<file path="src/rtl/mem_arb_pkg.sv">
// Shared types and widths for the unified-memory port arbiter.
package mem_arb_pkg;

    typedef enum logic [1:0] {
        IDLE,
        ISSUE,
        WAIT,
        ACK
    } state_t;

    typedef enum logic {
        OWN_I,
        OWN_D
    } owner_t;

    // Latency counter holds RD_LAT up to 4; starvation counter holds STARVE_MAX up to 15.
    localparam int LAT_W    = $clog2(5);
    localparam int STARVE_W = 4;

endpackage

</file>
<file path="src/rtl/mem_arb_pick.sv">
// Combinational winner select: data has priority unless fetch has been starved STARVE_MAX times.
module mem_arb_pick
    import mem_arb_pkg::*;
#(
    parameter int STARVE_MAX = 4
) (
    input  logic                i_req,
    input  logic                d_req,
    input  logic [STARVE_W-1:0] starve_cnt,
    output logic                grant,
    output logic                grant_d
);

    logic fetch_starved;

    always_comb begin
        fetch_starved = i_req && (starve_cnt == STARVE_W'(STARVE_MAX));
        grant_d       = d_req && !fetch_starved;
        grant         = i_req || d_req;
    end

endmodule

</file>
<file path="src/rtl/mem_port_arbiter.sv">
// Shares a single-port memory between instruction fetch and load/store, sequencing
// one registered access at a time and returning read data with a one-cycle ack.
module mem_port_arbiter
    import mem_arb_pkg::*;
#(
    parameter int ADDR_W     = 32,
    parameter int DATA_W     = 32,
    parameter int RD_LAT     = 1,
    parameter int STARVE_MAX = 4
) (
    input  logic                clk,
    input  logic                reset,
    input  logic                i_req,
    input  logic [ADDR_W-1:0]   i_addr,
    output logic                i_ack,
    output logic [DATA_W-1:0]   i_rdata,
    input  logic                d_req,
    input  logic                d_we,
    input  logic [ADDR_W-1:0]   d_addr,
    input  logic [DATA_W-1:0]   d_wdata,
    input  logic [DATA_W/8-1:0] d_wmask,
    output logic                d_ack,
    output logic [DATA_W-1:0]   d_rdata,
    output logic [ADDR_W-1:0]   mem_addr,
    output logic                mem_we,
    output logic [DATA_W-1:0]   mem_wdata,
    output logic [DATA_W/8-1:0] mem_wmask,
    input  logic [DATA_W-1:0]   mem_rdata,
    output logic                busy
);

    localparam int MASK_W = DATA_W / 8;

    state_t              state_q, state_d;
    owner_t              owner_q, owner_d;
    logic [LAT_W-1:0]    lat_q, lat_d;
    logic [STARVE_W-1:0] starve_q, starve_d;
    logic [ADDR_W-1:0]   addr_q, addr_d;
    logic                we_q, we_d;
    logic [DATA_W-1:0]   wdata_q, wdata_d;
    logic [MASK_W-1:0]   wmask_q, wmask_d;
    logic [DATA_W-1:0]   i_rdata_q, i_rdata_d;
    logic [DATA_W-1:0]   d_rdata_q, d_rdata_d;

    logic pick_grant;
    logic pick_d;

    mem_arb_pick #(
        .STARVE_MAX(STARVE_MAX)
    ) u_pick (
        .i_req     (i_req),
        .d_req     (d_req),
        .starve_cnt(starve_q),
        .grant     (pick_grant),
        .grant_d   (pick_d)
    );

    always_ff @(posedge clk or negedge reset) begin
        if (!reset) begin
            state_q   <= IDLE;
            owner_q   <= OWN_I;
            lat_q     <= '0;
            starve_q  <= '0;
            addr_q    <= '0;
            we_q      <= 1'b0;
            wdata_q   <= '0;
            wmask_q   <= '0;
            i_rdata_q <= '0;
            d_rdata_q <= '0;
        end else begin
            state_q   <= state_d;
            owner_q   <= owner_d;
            lat_q     <= lat_d;
            starve_q  <= starve_d;
            addr_q    <= addr_d;
            we_q      <= we_d;
            wdata_q   <= wdata_d;
            wmask_q   <= wmask_d;
            i_rdata_q <= i_rdata_d;
            d_rdata_q <= d_rdata_d;
        end
    end

    // The mem_* registers double as the operand latch: loaded at grant, presented in ISSUE.
    always_comb begin
        state_d   = state_q;
        owner_d   = owner_q;
        lat_d     = lat_q;
        starve_d  = starve_q;
        addr_d    = addr_q;
        we_d      = we_q;
        wdata_d   = wdata_q;
        wmask_d   = wmask_q;
        i_rdata_d = i_rdata_q;
        d_rdata_d = d_rdata_q;

        case (state_q)
            IDLE: begin
                if (pick_grant) begin
                    state_d = ISSUE;
                    if (pick_d) begin
                        owner_d = OWN_D;
                        addr_d  = d_addr;
                        we_d    = d_we;
                        wdata_d = d_we ? d_wdata : '0;
                        wmask_d = d_we ? d_wmask : '0;
                        if (!i_req) begin
                            starve_d = '0;
                        end else if (starve_q != STARVE_W'(STARVE_MAX)) begin
                            starve_d = starve_q + 1'b1;
                        end
                    end else begin
                        owner_d  = OWN_I;
                        addr_d   = i_addr;
                        we_d     = 1'b0;
                        wdata_d  = '0;
                        wmask_d  = '0;
                        starve_d = '0;
                    end
                end
            end
            ISSUE: begin
                we_d    = 1'b0;
                wdata_d = '0;
                wmask_d = '0;
                if (we_q) begin
                    addr_d  = '0;
                    state_d = ACK;
                end else begin
                    lat_d   = LAT_W'(RD_LAT);
                    state_d = WAIT;
                end
            end
            WAIT: begin
                lat_d = lat_q - 1'b1;
                // Counter hits zero on this edge: mem_rdata is valid in this cycle.
                if (lat_q == LAT_W'(1)) begin
                    addr_d  = '0;
                    state_d = ACK;
                    if (owner_q == OWN_D) begin
                        d_rdata_d = mem_rdata;
                    end else begin
                        i_rdata_d = mem_rdata;
                    end
                end
            end
            ACK: begin
                addr_d  = '0;
                we_d    = 1'b0;
                wdata_d = '0;
                wmask_d = '0;
                state_d = IDLE;
            end
            default: begin
                state_d = IDLE;
            end
        endcase
    end

    assign i_ack     = (state_q == ACK) && (owner_q == OWN_I);
    assign d_ack     = (state_q == ACK) && (owner_q == OWN_D);
    assign i_rdata   = i_rdata_q;
    assign d_rdata   = d_rdata_q;
    assign mem_addr  = addr_q;
    assign mem_we    = we_q;
    assign mem_wdata = wdata_q;
    assign mem_wmask = wmask_q;
    assign busy      = (state_q != IDLE);

endmodule

</file>
<file path="config.mk">
export PLATFORM = sky130hd
export DESIGN_NAME = mem_port_arbiter
export DESIGN_NICKNAME = d
export VERILOG_FILES = /design/src/rtl/mem_arb_pkg.sv /design/src/rtl/mem_arb_pick.sv /design/src/rtl/mem_port_arbiter.sv
export SDC_FILE = /design/constraint.sdc
export NUM_CORES = 1
export LEC_CHECK = 0
export ABC_AREA = 1
export ABC_CLOCK_PERIOD_IN_PS = 1300
export BUFFER_PORTS_ARGS = -buffer_cell sky130_fd_sc_hd__buf_2
export CAP_MARGIN = 30
export CORE_MARGIN = 3
export CORE_UTILIZATION = 43
export CTS_BUF_LIST = sky130_fd_sc_hd__clkbuf_16
export DETAILED_ROUTE_END_ITERATION = 10
export GPL_TIMING_DRIVEN = 1
export PLACE_DENSITY = 0.8
export SYNTH_ARGS = -nofsm -noshare
export SYNTH_HDL_FRONTEND = slang
export SYNTH_HIERARCHICAL = 1
export SYNTH_SLANG_ARGS = --single-unit
</file>
<file path="constraint.sdc">
create_clock -name clk -period 1.3 [get_ports clk]
set_input_delay 0.065 -clock clk [delete_from_list [all_inputs] [get_ports clk]]
set_output_delay 0.065 -clock clk [all_outputs]
set_load 0.05 [all_outputs]
</file>
Word-level counts from Yosys, hierarchy flattened
Index checks and enable logic that the tools add are counted.
{"block": "word_totals", "register_bits": 143, "inputBits": 137, "memories": 0, "latchBits": 0, "out_inout_bits": 136, "romBits": 0, "ramBits": 0}
{"block": "op_classes", "eq_ne": 11, "shift": 0, "reduce_logical": 19, "multipliers": 0, "div_mod_pow": 0, "magnitude_cmp": 0, "muxes": 26, "bitwise_logic": 1, "add_sub_neg": 2}
{"operator": "32-bit two-way mux", "count": 7}
{"operator": "32-bit one-hot mux with 4 select lines", "count": 1}
{"operator": "32-bit one-hot mux with 2 select lines", "count": 1}
{"operator": "4-bit two-way mux", "count": 6}
{"operator": "3-bit AND reduction", "count": 4}
{"operator": "2-bit != test, second input constant", "count": 4}
{"operator": "2-bit one-hot mux with 4 select lines", "count": 1}
{"operator": "4-bit one-hot mux with 2 select lines", "count": 1}
{"operator": "2-bit AND reduction", "count": 4}
{"operator": "3-bit one-hot mux with 2 select lines", "count": 1}
{"operator": "2-bit nonzero test", "count": 3}
{"operator": "4-bit by 1-bit adder with 4-bit output, second input constant", "count": 1}
{"operator": "2-bit equality test, second input constant", "count": 2}
{"operator": "4-bit by 3-bit equality test with 1-bit output, second input constant", "count": 1}
{"operator": "1-bit logical AND", "count": 4}
{"operator": "1-bit two-way mux", "count": 4}
{"operator": "2-bit two-way mux", "count": 2}
{"operator": "4-bit by 3-bit != test with 1-bit output, second input constant", "count": 1}
{"operator": "3-bit by 1-bit equality test with 1-bit output, second input constant", "count": 1}
{"operator": "3-bit two-way mux", "count": 1}
{"operator": "3-bit by 2-bit != test with 1-bit output, second input constant", "count": 1}
{"operator": "3-bit by 1-bit subtractor with 3-bit output, second input constant", "count": 1}
{"operator": "2-bit by 1-bit equality test with 1-bit output, second input constant", "count": 1}
{"operator": "2-bit logical NOT", "count": 1}
{"operator": "5 further kinds", "count": 5}

Depth between registers and ports, before layout
{"block": "logic_depth", "depth_word": 7, "ltp_mapped": 11, "ltp_nobuf": 10}

Modules after synthesis
The synthesis kept the hierarchy.
{"module": "mem_port_arbiter", "area_per_inst_um2": 6258.5, "cells_each": 698, "instances": 1, "seq_area_each_um2": 3578.4}
{"module": "mem_arb_pick", "area_per_inst_um2": 37.5, "cells_each": 9, "instances": 1, "seq_area_each_um2": 0.0}

Worst setup path before layout
Ideal clock, no wire load.
{"block": "synth_timing", "path_type": "register to register", "start": "register state_q[0]", "end": "register addr_q[22] (netlist: mem_addr[22])", "arrival_ns": 1.651, "path_slack_ns": -0.474, "t_required_ns": 1.177, "stages_incl_launch_ff": 10, "path_cell_list": "dfrtp_1 -> inv_1 -> ha_1 -> inv_1 -> nor2_1 -> nor2_4 -> nand2_4 -> buf_6 -> nand2_1 -> o21ai_2"}
{"block": "synth_between", "elab_chain_cells": 3, "word_cells_on_any_way": 9, "cone_classes": "6 x eq/ne; 1 x mux; 2 x reduce/logical"}
{"element": "from (decl)", "line": "mem_port_arbiter.sv:34", "text": "state_t state_q, state_d;"}
{"element": "from (signal assigned)", "line": "mem_port_arbiter.sv:71", "text": "state_q <= state_d;"}
{"element": "2-bit by 1-bit equality test with 1-bit output, or another cell as far along", "line": "mem_port_arbiter.sv:97", "text": "case (state_q)"}
{"element": "2-bit != test (no line)"}
{"element": "3-bit AND reduction (no line)"}
{"element": "to (signal assigned)", "line": "mem_port_arbiter.sv:75", "text": "addr_q <= addr_d;"}
{"element": "to (decl)", "line": "mem_port_arbiter.sv:38", "text": "logic [ADDR_W-1:0] addr_q, addr_d;"}
Parallel ways exist; a longest one is shown, timed or not.
A chain may end at the register's enable or synchronous reset.

Worst setup path after layout
{"block": "layout_timing", "start": "register state_q[0]", "end": "register addr_q[17] (netlist: mem_addr[17])"}
The elaborated chain is that of the path after synthesis.

==> out/metrics.cfg <==
[drt]
drtAntennaViolNets = 0
drt_iter0_drc = 403
drt-wirelength-per-cell_um = 19.0
drc = 0
drt-pass1-iter-count = 6
via_count = 7108
wirelength_um = 25400
via_per_inst = 5.30

[yosys]
netlist_area_um2 = 6300
syn_inst = 707
avgSynthCellArea_um2 = 8.91
synth_nets = 853
synth_cell_types = 26
ys_seq_area_frac = 0.568
yosysWarnings = 6
ys_ff_latch = 143

[cells_and_area]
layout_commonest_cell = buf_2
fillCellCount = 781
drive_gt1_frac = 0.441
area_growth_pct = 74.4
nNetsFinal = 1290
fin_area_um2 = 11000
final_cell_mix = buf_2, dfrtp_1, dlygate4sd3_1, inv_1, o21ai_1

[global_routing]
grt_pass1_wl_um = 34400
gr-total-overflow = 0
grt_usage = 0.265
grt_max_degree = 65
antenna_found_initial = 1
grt_pass1_vias = 7004

[placement]
placed_area_um2 = 8260
dp_slack_ps = -282
routabilityCongestion = 0.840
port_buffers = 272
dp_hpwl_um = 12200

[clocking]
clkSinkCount = 143
tritoncts = built
root_buffer = clkbuf_16
clk_pin_slew_ps = 60
clock_path_buffers = 2
htreeDepth = 4
cts_made_buffers = 17
insertion_delay_ps = 430

[power]
swShare = 0.503
p_switching_w = 0.0164
seq_power_share = 0.234
ir_worst_vdd_v = 0.00190
p_leak_nw = 5.59
p_int_w = 0.0162
comb_power_share = 0.614
clock_power_share = 0.152
p_per_area_nw_per_um2 = 2970

[worst_setup_path]
critPathMaxFanout = 16
critical_path_class = flop to flop
crit_buf_inv = 4
required_ps = 1630
crit_path_max_incr_delay_ps = 410
end_kind = flop
critical_path.top_delay_family = buffers and inverters
critPathArrivalTime_ps = 2020
crit_chain = inv_2, buf_6, ha_4, clkinv_4, buf_16, nor2_1, o21ai_0, o21ai_1
cp-start-kind = flop
r2r_start = state_q[0]
crit_start = state_q[0]
slowest_stage = dfrtp_1

[die]
dieHeight_um = 127
die_x_um = 127
design.die.area_um2 = 16100
start_util = 0.447
rows = 43
core_area_um2 = 14100
io_pins = 273

[flow_run]
drv_cap = 0

[outcome]
outcome = complete, but fails checks
failed_checks = setup timing

[timing]
maxSlewViolCount = 0
rsz0062_at_grt = true
tightest_slew_ps = 424
relSlewSlack = 0.717
timing.fmax_mhz = 592
min_period_over_period = 1.30
setup_viol = 146
fin_crit_ps = 1690
fin_worst_skew_ps = 12.3
hold_violations = 0
tns_ps = -38520
finalWorstSetupSlack_ps = -389

[worst_hold_path]
hp-start = d_addr[9]
min_path_type = primary input to flop

## power groups by stage
stage,combinational (W),clock (W),sequential (W)
after floorplan,0.00489,0,0.0134
after global placement,0.0150,0,0.00731
after detailed placement,0.0153,0,0.00736
after CTS,0.0164,0.00492,0.00732
after global routing,0.0210,0.00514,0.00781
final,0.0200,0.00494,0.00763
## metal layers
layer  routed length [µm]  global-route usage  share of wire
met5                    0                   0              0
met4                 1490               0.141          0.058
met3                 1760              0.0594          0.069
met2                13300               0.471           0.52
met1                 8860               0.297           0.35
## through the flow
| stage | hold WS [ps] | utilization | instances | total power, W |
|---|---|---|---|---|
| floorplan | -231 | - | 707 | 0.0182 |
| global placement | 8.23 | 0.586 | 1169 | 0.0224 |
| detailed placement | 11.3 | 0.586 | 1169 | 0.0227 |
| CTS | 29.7 | 0.722 | 1317 | 0.0287 |
| global route | 72.3 | 0.779 | 1338 | 0.0340 |
| finish | 50.7 | 0.779 | 1340 | 0.0326 |
## synthesized netlist by cell type
cell type / instances / area [µm²]
dfrtp_1: 143 / 3580
o21ai_0: 141 / 706
nand2_1: 118 / 443
inv_1: 90 / 338
nor2_1: 71 / 267
nand4_1: 38 / 238
o21ai_1: 18 / 90.1
clkbuf_1: 15 / 56.3
o21ai_2: 15 / 131
buf_2: 12 / 60.1
ha_1: 9 / 113
nand3_1: 8 / 40.0
buf_6: 7 / 78.8
buf_4: 6 / 45.0
buf_1: 3 / 11.3
inv_2: 2 / 7.51
nor2_4: 2 / 22.5
a21oi_1: 1 / 5.00
nand2_4: 1 / 11.3
nand3_2: 1 / 10.0
nand3b_2: 1 / 11.3
nor2_2: 1 / 6.26
o22ai_1: 1 / 6.26
or2_1: 1 / 6.26
or2_2: 1 / 6.26
xor2_1: 1 / 8.76
## layout make-up
cell class              instances  area [µm²]  area share
diodes                          3        7.51    0.000684
well taps                     180         225      0.0205
multi-input cells             429        2590       0.236
inverters                      92         362      0.0329
flip-flops and latches        143        3580       0.326
clock inverters                15         169      0.0154
repair buffers                461        3620       0.330
clock buffers                  17         425      0.0387
## cell families (layout without fill, tap and decap cells)
| kind of cell | Yosys count | count (layout) | share of synthesized area |
|---|---|---|---|
| flip-flops | 143 | 143 | 0.568 |
| buffers and inverters | 135 | 585 | 0.0948 |
| other | 0 | 3 | 0 |
| AO/OA/AOI/OAI | 176 | 176 | 0.149 |
| AND/OR/NAND/NOR | 243 | 243 | 0.169 |
| adder cells (fa/ha/maj) | 9 | 9 | 0.0179 |
| XOR/XNOR | 1 | 1 | 0.00139 |
## flip-flops by register name (all words and copies together) (netlist names)
| signal | flops |
|---|---|
| state_q | 2 |
| d_rdata | 32 |
| i_rdata | 32 |
| starve_q | 4 |
| mem_addr | 32 |
| mem_wmask | 4 |
| lat_q | 3 |
| owner_q | 1 |
| mem_we | 1 |
| mem_wdata | 32 |
## tightest hold or removal path, delay by kind of cell
family                 cells  cell delay [ps]
buffers and inverters      1              100
AND/OR/NAND/NOR            2              130
AO/OA/AOI/OAI              2              130
## final timing paths
path,end,slack [ps],cells after the start
max in group asynchronous,d_rdata[22],600,3
min in group asynchronous,d_rdata[10],130,2
worst max register to register,mem_addr[17],-390,8
worst min register to register,d_rdata[10],490,2
worst max-delay path,mem_addr[17],-390,8
worst min-delay path,mem_addr[9],50,5
## what timing repair did
| item | CTS | global route |
|---|---|---|
| pin swaps | 8 | 19 |
| gates resized for setup | 57 | 180 |
| hold buffers | 101 | 0 |
| setup buffers | 11 | 7 |
| hold endpoints to repair | 275 | 0 |
| cloned | 5 | 13 |
| setup endpoints to repair | 146 | 146 |
Power figures use the tool's default switching activity.
